**config.mk**
```make
export PLATFORM = sky130hd
export DESIGN_NAME = irq_inject
export DESIGN_NICKNAME = d
export VERILOG_FILES = /design/src/rtl/irq_inject.sv
export SDC_FILE = /design/constraint.sdc
export NUM_CORES = 1
export LEC_CHECK = 0
export BUFFER_PORTS_ARGS = -buffer_cell sky130_fd_sc_hd__buf_2
export CAP_MARGIN = 15
export CELL_PAD_IN_SITES_DETAIL_PLACEMENT = 2
export CELL_PAD_IN_SITES_GLOBAL_PLACEMENT = 2
export CORE_AREA = 3 3 58 114
export CTS_CLUSTER_DIAMETER = 80
export DETAILED_ROUTE_END_ITERATION = 8
export DIE_AREA = 0 0 61 117
export MAX_ROUTING_LAYER = met4
export PLACE_DENSITY = 0.88
export SKIP_CTS_REPAIR_TIMING = 1
export SLEW_MARGIN = 20
export SYNTH_ARGS = -nofsm -noshare
export SYNTH_HDL_FRONTEND = slang
export SYNTH_SLANG_ARGS = --single-unit
```
**constraint.sdc**
```tcl
create_clock -name clk -period 5.7 [get_ports clk]
set_input_delay 1.14 -clock clk [delete_from_list [all_inputs] [get_ports clk]]
set_output_delay 1.14 -clock clk [all_outputs]
set_load 0.05 [all_outputs]
```
**src/rtl/irq_inject.sv**
```systemverilog
// Guest interrupt injector: queues hypervisor-written vector bytes, holds irq_n low while
// any are pending, and answers the Z80 interrupt-acknowledge cycle with the head vector.
// Build option IRQINJ_DEFAULT_VECTOR_EN: an acknowledge with an empty queue drives 0xFF and
// status bit 7 reports spurious_ack instead of ovf.
//
//  state  | meaning
//  IDLE   | waiting for an acknowledge; irq_n may be asserted
//  ACK    | acknowledge in progress, latched vector driven while inta is high
//  DONE   | one-clk gap after the pop before irq_n is re-evaluated
module irq_inject #(
    parameter int DEPTH = 4,
    parameter int CNT_W = 3
) (
    input  logic       clk,
    input  logic       reset_n,
    input  logic [7:0] data_in,
    output logic [7:0] data_out,
    output logic       data_oe,
    input  logic       wr_n,
    input  logic       rd_n,
    input  logic       iorq_n,
    input  logic       m1_n,
    input  logic       reg_sel,
    input  logic       lo_addr0,
    output logic       irq_n
);

    localparam int PTR_W = (DEPTH > 1) ? $clog2(DEPTH) : 1;

`ifdef IRQINJ_DEFAULT_VECTOR_EN
    localparam logic [7:0] EMPTY_VEC   = 8'hFF;
    localparam logic       EMPTY_DRIVE = 1'b1;
`else
    localparam logic [7:0] EMPTY_VEC   = 8'h00;
    localparam logic       EMPTY_DRIVE = 1'b0;
`endif

    typedef enum logic [1:0] {
        S_IDLE = 2'd0,
        S_ACK  = 2'd1,
        S_DONE = 2'd2
    } state_t;

    state_t           r_state;
    logic [7:0]       r_mem [DEPTH];
    logic [PTR_W-1:0] r_wr_ptr;
    logic [PTR_W-1:0] r_rd_ptr;
    logic [CNT_W-1:0] r_count;
    logic             r_enable;
    logic             r_ovf;
    logic             r_spurious;
    logic             r_wr_lvl;
    logic             r_rd_lvl;
    logic [7:0]       r_ack_vec;
    logic             r_ack_drive;
    logic             r_pop_pend;
    logic             r_irq_n;

    logic       w_io_cyc;
    logic       w_wr_lvl;
    logic       w_rd_lvl;
    logic       w_wr_ev;
    logic       w_rd_ev;
    logic       w_inta;
    logic       w_empty;
    logic       w_full;
    logic       w_flush;
    logic       w_push_req;
    logic       w_push;
    logic       w_pop;
    logic       w_stat_rd_ev;
    logic [7:0] w_head;
    logic [3:0] w_cnt4;
    logic       w_stat_b7;
    logic [7:0] w_status;

    assign w_io_cyc     = reg_sel & ~iorq_n & m1_n;
    assign w_wr_lvl     = w_io_cyc & ~wr_n;
    assign w_rd_lvl     = w_io_cyc & ~rd_n;
    // One event per bus cycle no matter how many wait states stretch the strobe.
    assign w_wr_ev      = w_wr_lvl & ~r_wr_lvl;
    assign w_rd_ev      = w_rd_lvl & ~r_rd_lvl;
    assign w_inta       = ~m1_n & ~iorq_n;
    assign w_empty      = (r_count == '0);
    assign w_full       = (r_count == CNT_W'(DEPTH));
    assign w_flush      = w_wr_ev & lo_addr0 & data_in[1];
    assign w_push_req   = w_wr_ev & ~lo_addr0;
    assign w_pop        = (r_state == S_ACK) & ~w_inta & r_pop_pend & ~w_flush;
    assign w_push       = w_push_req & (~w_full | w_pop) & ~w_flush;
    assign w_stat_rd_ev = w_rd_ev & lo_addr0;
    assign w_head       = r_mem[r_rd_ptr];
    assign w_cnt4       = 4'(r_count);

`ifdef IRQINJ_DEFAULT_VECTOR_EN
    assign w_stat_b7 = r_spurious;
`else
    assign w_stat_b7 = r_ovf;
`endif

    assign w_status = {w_stat_b7, r_enable, w_empty, w_full, w_cnt4};
    assign irq_n    = r_irq_n;

    always_ff @(posedge clk or negedge reset_n) begin
        if (!reset_n) begin
            r_wr_lvl <= 1'b0;
            r_rd_lvl <= 1'b0;
        end else begin
            r_wr_lvl <= w_wr_lvl;
            r_rd_lvl <= w_rd_lvl;
        end
    end

    always_ff @(posedge clk) begin
        if (w_push) r_mem[r_wr_ptr] <= data_in;
    end

    always_ff @(posedge clk or negedge reset_n) begin
        if (!reset_n) begin
            r_wr_ptr <= '0;
            r_rd_ptr <= '0;
            r_count  <= '0;
        end else if (w_flush) begin
            r_wr_ptr <= '0;
            r_rd_ptr <= '0;
            r_count  <= '0;
        end else begin
            if (w_push) r_wr_ptr <= r_wr_ptr + PTR_W'(1);
            if (w_pop)  r_rd_ptr <= r_rd_ptr + PTR_W'(1);
            if (w_push && !w_pop)      r_count <= r_count + CNT_W'(1);
            else if (!w_push && w_pop) r_count <= r_count - CNT_W'(1);
        end
    end

    always_ff @(posedge clk or negedge reset_n) begin
        if (!reset_n) begin
            r_enable   <= 1'b0;
            r_ovf      <= 1'b0;
            r_spurious <= 1'b0;
        end else begin
            if (w_wr_ev && lo_addr0) r_enable <= data_in[0];
            if (w_push_req && w_full && !w_pop && !w_flush) r_ovf <= 1'b1;
            else if (w_stat_rd_ev)                          r_ovf <= 1'b0;
            if (r_state == S_IDLE && w_inta && w_empty) r_spurious <= 1'b1;
            else if (w_stat_rd_ev)                      r_spurious <= 1'b0;
        end
    end

    always_ff @(posedge clk or negedge reset_n) begin
        if (!reset_n) begin
            r_state     <= S_IDLE;
            r_ack_vec   <= 8'h00;
            r_ack_drive <= 1'b0;
            r_pop_pend  <= 1'b0;
            r_irq_n     <= 1'b1;
        end else begin
            r_irq_n <= ~(r_enable & ~w_empty & (r_state == S_IDLE));
            case (r_state)
                S_IDLE: begin
                    if (w_inta) begin
                        r_state     <= S_ACK;
                        r_ack_vec   <= w_empty ? EMPTY_VEC : w_head;
                        r_ack_drive <= ~w_empty | EMPTY_DRIVE;
                        r_pop_pend  <= ~w_empty & ~w_flush;
                    end
                end
                S_ACK: begin
                    if (w_flush) r_pop_pend <= 1'b0;
                    if (!w_inta) begin
                        r_state    <= S_DONE;
                        r_pop_pend <= 1'b0;
                    end
                end
                S_DONE:  r_state <= S_IDLE;
                default: r_state <= S_IDLE;
            endcase
        end
    end

    // The vector is presented from the very start of inta, before the FSM has left IDLE.
    always_comb begin
        data_out = 8'h00;
        data_oe  = 1'b0;
        if (reset_n && w_inta) begin
            if (r_state == S_IDLE) begin
                data_out = w_empty ? EMPTY_VEC : w_head;
                data_oe  = ~w_empty | EMPTY_DRIVE;
            end else if (r_state == S_ACK) begin
                data_out = r_ack_vec;
                data_oe  = r_ack_drive;
            end
        end else if (reset_n && w_rd_lvl) begin
            data_out = lo_addr0 ? w_status : w_head;
            data_oe  = 1'b1;
        end
    end

endmodule
```
* Yosys cells after proc, flatten, opt, wreduce, memory -nomap -nowiden
Memory sizes are Yosys's and may differ from the RTL's.
Index checks and enable logic that the tools add are counted.
** Word-level totals
- Register bits :: 24
- RAM bits :: 32
- Input port bits :: 16
- Output and inout port bits :: 10
- Memories kept :: 1
** Memory list
- r_mem :: depth 4, bits a word 8, read ports 1, clocked after Yosys merged registers in 0, write ports 1, RTL line 45 : logic [7:0] r_mem [DEPTH];
** Operators by class
- Add/subtract/negate cells :: 4
- Equal/unequal tests :: 5
- Multiplexer cells :: 28
- Bitwise logic cells :: 32
- Reduce and logical (&&, ||, !) cells :: 21
** Operators by type and width (number)
- $mux W8 :: 6
- $and A1 B1 Y1 :: 19
- $mux W2 :: 6
- $not A1 Y1 :: 12
- $mux W1 :: 11
- $mux W3 :: 3
- $logic_and A1 B1 Y1 :: 8
- $reduce_bool A2 Y1 :: 4
- $add A2 B1 Y2 const B :: 2
- $ne A2 B2 Y1 const B :: 2
- $pmux W2 S2 :: 1
- $reduce_and A2 Y1 :: 2
- $add A3 B1 Y3 const B :: 1
- $eq A3 B3 Y1 const B :: 1
- $logic_not A1 Y1 :: 3
- $logic_not A3 Y1 :: 1
- $ne A3 B3 Y1 const B :: 1
- $reduce_and A3 Y1 :: 1
- $reduce_bool A3 Y1 :: 1
- $sub A3 B1 Y3 const B :: 1
- $eq A2 B1 Y1 const B :: 1
- $logic_not A2 Y1 :: 1
- $pmux W1 S2 :: 1
- $or A1 B1 Y1 :: 1

* Logic depth before layout (Yosys ltp)
Gate-level depths: netlist (run 1).
- Depth in word-level cells :: 17
- Mapped depth :: 9
- Mapped depth without buffers :: 7

* Worst setup path before layout (run 1)
OpenSTA, ideal clock, no wires.
- Path kind :: input -> output
- From :: input port iorq_n
- To :: output port data_oe
- Data arrival time :: 2.551 ns
- Required time :: 4.560 ns
- Slack :: 2.009 ns
- Stages on the path :: 3
- Cells stage by stage :: nor2_1 -> nand2_1 -> o21ai_0
** Between the ends
- Longest elaborated chain between the ends :: 7
- Elaborated cells on any way between the ends :: 9
- Those cells by class :: 2 x mux; 5 x bitwise; 2 x reduce/logical
** RTL lines
- start: declaration :: RTL line 21 : input logic iorq_n,
- $not A1 Y1 (*) :: RTL line 77, 83
- $and A1 B1 Y1 (2 in a row) :: RTL line 77 : assign w_io_cyc = reg_sel & ~iorq_n & m1_n;
- $and A1 B1 Y1 :: RTL line 79 : assign w_rd_lvl = w_io_cyc & ~rd_n;
- $logic_and A1 B1 Y1 :: RTL line 191 : end else if (reset_n && w_rd_lvl) begin
- $mux W1 :: RTL line 191
- $mux W1 (*) :: RTL line 183 : if (reset_n && w_inta) begin
- end: declaration :: RTL line 18 : output logic data_oe,
Mark *: on every way between the ends. The rest lies on a longest branch, timed or not.

* Worst setup path in the final report (run 1)
- From :: input port reset_n
- To :: output port data_out[3]
** Between the ends
- Longest elaborated chain between the ends :: 3
- Elaborated cells on any way between the ends :: 4
- Those cells by class :: 2 x mux; 2 x reduce/logical
** RTL lines
- start: declaration :: RTL line 15 : input logic reset_n,
- $logic_and A1 B1 Y1 :: RTL line 191
- $mux W8 :: RTL line 191
- $mux W8 (*) :: RTL line 183
- end: declaration :: RTL line 17 : output logic [7:0] data_out,
Marked as above.

==> run metrics, run 1 <==
critical path's slowest cell=buf_2; post-synth top area share=between 30% and 40%; Mapped Cells=~180; die height=around 120 um; initial DRC count=between 90 and 100; CTS buffer count=5; critical path class=in2out; IO Count=26; Vias per Instance=just over 6; antenna violations before repair=0; cell depth of the worst hold path=1; first-pass GRT wire length=between 10000 and 15000 um; fin crit share=65.75%; Core Area=around 0.0058 sq mm; buffers plus inverters on the worst setup path=2; Max stage delay on crit path=between 400 and 500 ps; total length of routed wires=6112 um; area added between synthesis and finish=11.98%; distinct cell type count after synthesis=42; Worst VDD drop=approximately 0.24 mV; pin count of the biggest net entering global routing=27; CP arrival=roughly 2600 ps; dpl ws=approximately 1900 ps; H-tree levels=2; Syn Nets=around 200; crit end category=primary output; Final WS setup=1952 ps; Pre-antenna DRT Iters=4; Power Total=1.243 mW; Crit path max-delay family=buffers and inverters; mapped cell area=0.002549 sq mm; synth warn=0; vias in the first global route=around 1.9k; status=completed; Lkg Pwr=1.137 nW; critical path depth=6; RSZ-0062 raised after global routing=no; Clock Pin Slew Worst Setup and Hold Paths=approximately 70 ps; Startpoint Class=primary input; port bufs=25; setup TNS=0 ps; Max-slew headroom=approximately two fifths; Req. time, crit path=4560 ps; Max Slew Vio Count=0; final setup fails=0; HPWL reported at the end of detailed placement=~4400 um; Initial Util=a little over two fifths; highest clock rate=roughly 0.27 GHz; clock period minus worst slack=3748 ps; Hold WS=437.0 ps; most common cell after layout, fill and taps aside=edfxtp_1; Avg Synthesized Cell Area=about 14 sq um; most frequent cells in the layout=edfxtp_1 (32), buf_2 (25), dfrtp_1 (23), nor2_1 (10); worst skew pair latency=roughly 290 ps; worst reg2reg path depth=6; gr ovfl total=0; Seq cells post-synth=56; gpl congestion=0.8320; CTS tree=yes; Clock Path Buffers=2; width of the die=61 um; critical path peak fanout=26; Vias=~1.6k; Fin Clk Skew=6.479 ps; Final Hold Vio Count=0; ratio of cells with drive above 1 in the final layout=a little over a quarter; Worst Tran Pin Value=roughly 900 ps; # nets final=221; area leader, netlist=edfxtp_1; fill cell count=between 500 and 600; row cnt=39; DRC=0; diode count=0; ANT nets after route=0; routed len/inst=approximately 23 um; Worst Hold Class=reg2reg; pwr dens=around 440 mW/mm^2; Area contributors post-synth=edfxtp_1 (38%), dfrtp_1 (23%), mux4_2 (7.1%); root buf cell=clkbuf_16; maximum capacitance violations=0; critical path, cell by cell=buf_2 > nand2_1 > nor2_1 > nand2_1 > o21ai_0 > buf_2; Total GRT Usage=roughly 20%; clk sinks=56; die area=around 0.007 sq mm; Seq/Total Area, Yosys=around 61%
## per-layer routing
metal / share of wire (%) / track usage [%]
met3: 2.4 / 2.854
met2: 58 / 36.17
met4: 3.3 / 8.538
met1: 36 / 21.84
met5: 0 / -
## final timing paths
path | from | to | slack (ps)
setup / recovery | reset_n | data_out[3] | 1950
max in group asynchronous | reset_n | r_rd_ptr[0] | 4480
hold reg to reg | r_enable | irq_n | 440
setup reg to reg | r_count[2] | r_count[2] | 3060
hold / removal | r_enable | irq_n | 440
min in group asynchronous | reset_n | r_ack_drive | 830
## cell type report
class	count	area (sq um)	area share, %
Multi-Input combinational cell	107	917.1	32.14
Inverter	5	18.77	0.6576
Clock buffer	5	125.1	4.384
Timing Repair Buffer	25	125.1	4.384
Sequential cell	56	1563	54.76
Tap cell	61	76.32	2.674
Clock inverter	3	28.78	1.008
## state kept, by name, indices dropped and copies added, names as in the netlist
name,cells
irq_n,1
r_ack_drive,1
r_ack_vec,8
r_count,3
r_enable,1
r_mem,32
r_ovf,1
r_pop_pend,1
r_rd_lvl,1
r_rd_ptr,2
r_state,2
r_wr_lvl,1
r_wr_ptr,2
## cells in the mapped netlist
cell / count
edfxtp_1: 32
dfrtp_1: 23
nor2_1: 10
mux2i_1: 9
nand2_1: 9
a22o_1: 8
a22oi_1: 8
mux4_2: 8
o21ai_0: 7
o22ai_1: 7
inv_1: 5
and2_1: 4
ha_1: 4
a21oi_1: 3
buf_6: 3
nor3_1: 3
and3_4: 2
and4bb_2: 2
buf_2: 2
clkbuf_1: 2
nand3b_1: 2
or2_1: 2
xnor2_1: 2
a21o_1: 1
a21o_2: 1
a21oi_2: 1
a31oi_1: 1
and2_2: 1
and2b_2: 1
buf_1: 1
dfstp_2: 1
fa_1: 1
mux2_2: 1
nand3_1: 1
nor2_8: 1
nor3_2: 1
nor3b_1: 1
nor3b_2: 1
nor4_1: 1
o32ai_1: 1
or3_1: 1
xor2_1: 1
## power breakdown
part           switching, mW  leakage (nW)  internal (mW)
registers             0.0899         0.593          0.498
logic                  0.190         0.467          0.150
clock network          0.145        0.0767          0.169
total                  0.425          1.14          0.817
## through the flow
step | cell area, sq um | util, % | instances
5_1_grt | 2854 | 49.15 | 262
6_report | 2854 | 49.15 | 262
3_3_place_gp | 2695 | 46.41 | 254
2_1_floorplan | 2549 | - | 176
4_1_cts | 2854 | 49.15 | 262
3_5_place_dp | 2700 | 46.50 | 254
## logic make-up after synthesis
logic type	Yosys count	synth area share, %
AO/OA/AOI/OAI	38	10.36
XOR/XNOR	3	1.031
buffers and inverters	13	2.896
flip-flops	56	61.32
AND/OR/NAND/NOR	43	10.60
multiplexers	18	11.05
adder cells (fa/ha/maj)	5	2.749
No activity file was read; power rests on OpenSTA's default activity.
==> run 2: changes to the inputs <==
--- a/config.mk
+++ b/config.mk
@@ -9,12 +9,12 @@
 export CAP_MARGIN = 15
 export CELL_PAD_IN_SITES_DETAIL_PLACEMENT = 2
 export CELL_PAD_IN_SITES_GLOBAL_PLACEMENT = 2
-export CORE_AREA = 3 3 58 114
+export CORE_AREA = 3 3 60 118
 export CTS_CLUSTER_DIAMETER = 80
 export DETAILED_ROUTE_END_ITERATION = 8
-export DIE_AREA = 0 0 61 117
+export DIE_AREA = 0 0 63 121
 export MAX_ROUTING_LAYER = met4
-export PLACE_DENSITY = 0.88
+export PLACE_DENSITY = 0.83
 export SKIP_CTS_REPAIR_TIMING = 1
 export SLEW_MARGIN = 20
 export SYNTH_ARGS = -nofsm -noshare
==> constraint.sdc (replaced) <==
create_clock -name clk -period 3.8 [get_ports clk]
set_input_delay 0.76 -clock clk [delete_from_list [all_inputs] [get_ports clk]]
set_output_delay 0.76 -clock clk [all_outputs]
set_load 0.05 [all_outputs]
==> run metrics, run 2 (synthesis gave the netlist of run 1 again) <==
largest registers=r_mem x32, r_ack_vec x8, r_count x3; critical path, cell by cell=mux4_2 > a22oi_1 > o22ai_1 > buf_2; ratio of cells with drive above 1 in the final layout=about 28%; first-pass GRT wire length=between 9000 and 10000 um; dpl ws=roughly 1100 ps; Worst Tran Pin Value=just over 600 ps; worst skew pair latency=about 300 ps; clk sinks=56; gr ovfl total=0; Max stage delay on crit path=approximately 740 ps; antenna violations before repair=0; maximum capacitance violations=0; die area=roughly 0.0076 sq mm; H-tree levels=2; highest clock rate=about 0.34 GHz; row cnt=41; area added between synthesis and finish=13.75%; Vias=around 1.6k; CTS tree=yes; fin crit share=roughly four fifths; M1 WL=about 2200 um; buffers plus inverters on the worst setup path=1; most frequent cells in the layout=edfxtp_1 (32), buf_2 (25), dfrtp_1 (23), nor2_1 (10); Req. time, crit path=between 3000 and 4000 ps; Pre-antenna DRT Iters=3; vias in the first global route=roughly 1.9k; die height=~120 um; status=completed; CP arrival=2220 ps; total length of routed wires=between 5000 and 6000 um; max reg flops=32; Final WS setup=820.1 ps; RSZ-0062 raised after global routing=no; most common cell after layout, fill and taps aside=edfxtp_1; routed len/inst=19.73 um; Core Area=0.006310 sq mm; initial DRC count=42; Total GRT Usage=17.59%; Max Used Layer=met4; Crit path max-delay family=flip-flops; Top reg by flops=r_mem; IO Count=26; port bufs=25; DRC=0; Worst VDD drop=around 0.51 mV; WL met2=approximately 3300 um; diode count=0; ANT nets after route=0; setup TNS=0 ps; critical path's slowest cell=dfrtp_1; root buf cell=clkbuf_16; Fin Clk Skew=9.164 ps; Initial Util=around 40%; Final Hold Vio Count=0; width of the die=approximately 63 um; final setup fails=0; Clock Pin Slew Worst Setup and Hold Paths=roughly 70 ps; clock period minus worst slack=~3000 ps; Vias per Instance=5.448; critical path class=reg2out; # nets final=~220; gpl congestion=between 0.8 and 0.9; Clock Path Buffers=2; Lkg Pwr=~1.1 nW; critical path peak fanout=10; Max Slew Vio Count=0; crit end category=primary output; met3 routed WL=~150 um; Startpoint Class=flop; pwr dens=between 600 and 700 mW/mm^2; pin count of the biggest net entering global routing=20; CTS buffer count=5; HPWL reported at the end of detailed placement=approximately 4400 um; Worst Hold Class=in2async; Max-slew headroom=between 50% and 60%
==> run 2: final timing paths <==
path                               end  cells after the start  slack [ps]        start
hold / removal                r_wr_lvl                      1         330      reset_n
setup reg to reg            r_count[2]                      7        1450   r_state[1]
min in group clk                 irq_n                      1         450     r_enable
setup / recovery           data_out[6]                      4         820  r_rd_ptr[0]
max in group asynchronous        irq_n                      2        2900      reset_n
hold reg to reg                  irq_n                      1         450     r_enable
==> run 2: metrics by stage <==
stage	power, mW	util [%]	instance area (sq um)	std cells	hold WS (ps)
2_1_floorplan	1.238	-	2549	176	387.8
3_3_place_gp	1.373	43.57	2749	282	433.4
3_5_place_dp	1.408	43.57	2749	282	435.1
4_1_cts	1.876	45.94	2899	290	341.9
5_1_grt	1.977	45.94	2899	290	340.6
6_report	1.851	45.94	2899	290	332.1
==> run 2: layout make-up <==
type	instances	area, sq um
fillers	636	3411
flip-flops and latches	56	1563
multi-input cells	107	912.1
repair buffers	28	147.6
clock buffers	5	125.1
well taps	86	107.6
clock inverters	3	25.02
inverters	5	18.77
==> run 2: worst register-to-register path, stage by stage, from the launching register on <==
cell and delay, ps:
dfrtp_1 420, and2b_2 400, and3_4 290, nor3_1 70, fa_1 400, nor4_1 350, o21ai_0 120, nor3b_2 160
==> run 2: metal layers <==
metal | vias to the layer above | track usage, %
li1 | 726 | -
met1 | 821 | 18.31
met2 | 25 | 32.76
met3 | 8 | 2.317
met4 | 0 | 7.054
met5 | - | -
==> run 2: power breakdown <==
| group | switching, mW | total [mW] | internal [mW] |
|---|---|---|---|
| registers | 0.131 | 0.877 | 0.746 |
| logic | 0.271 | 0.509 | 0.238 |
| clock network | 0.215 | 0.464 | 0.249 |
==> run 3: changes to the inputs <==
--- a/config.mk
+++ b/config.mk
@@ -5,14 +5,15 @@
 export SDC_FILE = /design/constraint.sdc
 export NUM_CORES = 1
 export LEC_CHECK = 0
+export ABC_AREA = 1
 export BUFFER_PORTS_ARGS = -buffer_cell sky130_fd_sc_hd__buf_2
 export CAP_MARGIN = 15
 export CELL_PAD_IN_SITES_DETAIL_PLACEMENT = 2
 export CELL_PAD_IN_SITES_GLOBAL_PLACEMENT = 2
-export CORE_AREA = 3 3 60 118
+export CORE_AREA = 3 3 65 128
 export CTS_CLUSTER_DIAMETER = 80
 export DETAILED_ROUTE_END_ITERATION = 8
-export DIE_AREA = 0 0 63 121
+export DIE_AREA = 0 0 68 131
 export MAX_ROUTING_LAYER = met4
 export PLACE_DENSITY = 0.83
 export SKIP_CTS_REPAIR_TIMING = 1
==> constraint.sdc (replaced) <==
create_clock -name clk -period 2.8 [get_ports clk]
set_input_delay 0.56 -clock clk [delete_from_list [all_inputs] [get_ports clk]]
set_output_delay 0.56 -clock clk [all_outputs]
set_load 0.05 [all_outputs]
==> run metrics, run 3 <==
status=completed; routed len/inst=17.75 um; top-count cell post-synth=nand2_1; Total GRT Usage=a little under a fifth; Non-Filler Instances=413; Reg2Reg Setup Slack=between 500 and 600 ps; max reg flops=32; IO Count=26; setup TNS=0 ps; Hold WS=~250 ps; Max Slew Vio Count=0; flip-flop and latch area=between 0.0015 and 0.002 sq mm; largest registers=r_mem x32, r_ack_vec x8, r_count x3; critical path's slowest cell=dfrtp_1; commonest cells in the netlist=nand2_1 (69), edfxtp_1 (32), inv_1 (28); mapped cell area=~0.0027 sq mm; row cnt=45; area added between synthesis and finish=17.74%; Worst VDD drop=0.4421 mV; port bufs=25; gr ovfl total=0; pin count of the biggest net entering global routing=20; antenna violations before repair=0; Worst Hold Class=in2async; Final WS setup=161.6 ps; die area=roughly 0.0089 sq mm; worst reg2reg path depth=15; crit end category=primary output; Worst Tran Pin Value=between 400 and 500 ps; post-synth top area share=between 30 and 40%; Clock Path Buffers=2; Fin Clk Skew=10.19 ps; critical path peak fanout=13; reg2reg end=r_count[2]; area leader, netlist=edfxtp_1; fin crit share=roughly 94%; Avg Synthesized Cell Area=between 9 and 10 sq um; Syn Nets=roughly 300; Initial Util=35.90%; vias in the first global route=roughly 2.4k; Crit path max-delay family=buffers and inverters; CTS buffer count=5; ys async rst share=42.86%; distinct cell type count after synthesis=36; Lkg Pwr=1.405 nW; # nets final=around 340; first-pass GRT wire length=around 12000 um; CP arrival=~2100 ps; ratio of cells with drive above 1 in the final layout=a little under a quarter; most frequent cells in the layout=nand2_1 (69), edfxtp_1 (32), inv_1 (28); Max stage delay on crit path=between 400 and 500 ps; Vias per Instance=about 5.1; Mapped Cells=roughly 280; maximum capacitance violations=0; Req. time, crit path=approximately 2200 ps; CP dominant cell by count=nand2_1; die height=between 100 and 150 um; critical path class=reg2out; synth warn=0; reg2reg start=r_state[1]; clock period minus worst slack=between 2000 and 3000 ps; total length of routed wires=approximately 7300 um; HPWL reported at the end of detailed placement=just under 6000 um; clk sinks=56; Startpoint Class=flop; Vias=roughly 2.1k; fin area=about 0.0032 sq mm; Core Area=between 0.007 and 0.008 sq mm; Area contributors post-synth=edfxtp_1 (35%), dfrtp_1 (21%), nand2_1 (9.6%); fill cell count=846; dpl ws=156.3 ps; width of the die=between 60 and 70 um; area of the multi-input gates=0.001002 sq mm; H-tree levels=2; placed insts=slightly above 400; Max-slew headroom=a little under three quarters; Seq/Total Area, Yosys=between 50 and 60%; worst skew pair latency=approximately 300 ps; most common cell after layout, fill and taps aside=nand2_1; Final Hold Vio Count=0; highest clock rate=between 0.3 and 0.4 GHz; ys flop type=edfxtp_1; Top reg by flops=r_mem; initial DRC count=44; pwr dens=~870 mW/mm^2; Clock Pin Slew Worst Setup and Hold Paths=~80 ps; Post-synth EDFFs=32; root buf cell=clkbuf_16; Seq cells post-synth=56; ANT nets after route=0; critical path, cell by cell=inv_2 > buf_4 > nand2_1 > nand3_1 > nand2_1 > nor2_1 > a22oi_1 > o22ai_1 > buf_2; buffers plus inverters on the worst setup path=3; placed cell areas=0.003030 sq mm; DRC=0; final setup fails=0; Pre-antenna DRT Iters=4; CTS tree=yes; diode count=0; gpl congestion=just over 0.8
## run 3: cell types whose count changed after synthesis, sizes merged, moves of 4 or more
| cell | change |
|---|---|
| o21ai | +21 |
| nor2 | +11 |
| mux2i | -9 |
| mux4 | -8 |
| nand2 | +66 |
| a22o | -8 |
| and2 | -5 |
| a22oi | -4 |
| inv | +26 |
| nand3 | +25 |
| a21oi | +5 |
## run 3: final cells by class
type	count	area share, %
clock buffers	5	3.923
clock inverters	3	0.8239
inverters	32	3.766
multi-input cells	184	31.42
flip-flops and latches	56	49.00
well taps	94	3.688
repair buffers	39	7.375
## run 3: power breakdown
| part | internal (mW) | switching, mW | leakage, nW | total (mW) |
|---|---|---|---|---|
| combinational | 0.343 | 0.658 | 0.739 | 1.00 |
| sequential | 1.01 | 0.122 | 0.591 | 1.13 |
| clock | 0.340 | 0.308 | 0.0748 | 0.648 |
| total | 1.69 | 1.09 | 1.41 | 2.78 |
## run 3: cells by family (layout without fill, tap and decap cells)
group           after synthesis  after routing  share of synthesized area [%]
buf+inv                      37             79                          5.404
flops                        56             56                          57.69
compound gates               46             46                          9.608
mux                           1              1                         0.4157
fa+ha+maj                     5              5                          2.587
xor+xnor                      2              2                         0.6468
simple gates                130            130                          23.65
## run 3: routing by layer
| layer | wire length (um) | GRT usage (%) | up-vias | share of wire (%) |
|---|---|---|---|---|
| met5 | 0 | - | - | 0 |
| met4 | 145 | 6.331 | 0 | 2.0 |
| met3 | 164 | 2.994 | 10 | 2.2 |
| met2 | 4505 | 36.86 | 31 | 61 |
| met1 | 2516 | 18.21 | 1044 | 34 |
| li1 | - | - | 1008 | - |
## run 3: worst max-delay path by stage
stage / start / to / slack (ps) / depth (start not counted)
after floorplan: iorq_n / data_oe / -60 / 5
after global placement: iorq_n / data_out[2] / 230 / 7
after detailed placement: iorq_n / data_out[2] / 160 / 7
after CTS: r_rd_ptr[0] / data_out[6] / 40 / 9
after global routing: r_rd_ptr[0] / data_out[7] / -7 / 9
final: r_rd_ptr[0] / data_out[4] / 160 / 9
## run 3: metrics by stage
stage	util [%]	total power, mW
finish	42.27	2.778
global route	42.27	2.991
CTS	42.17	2.813
detailed placement	40.17	2.146
global placement	40.17	2.082
floorplan	-	1.809
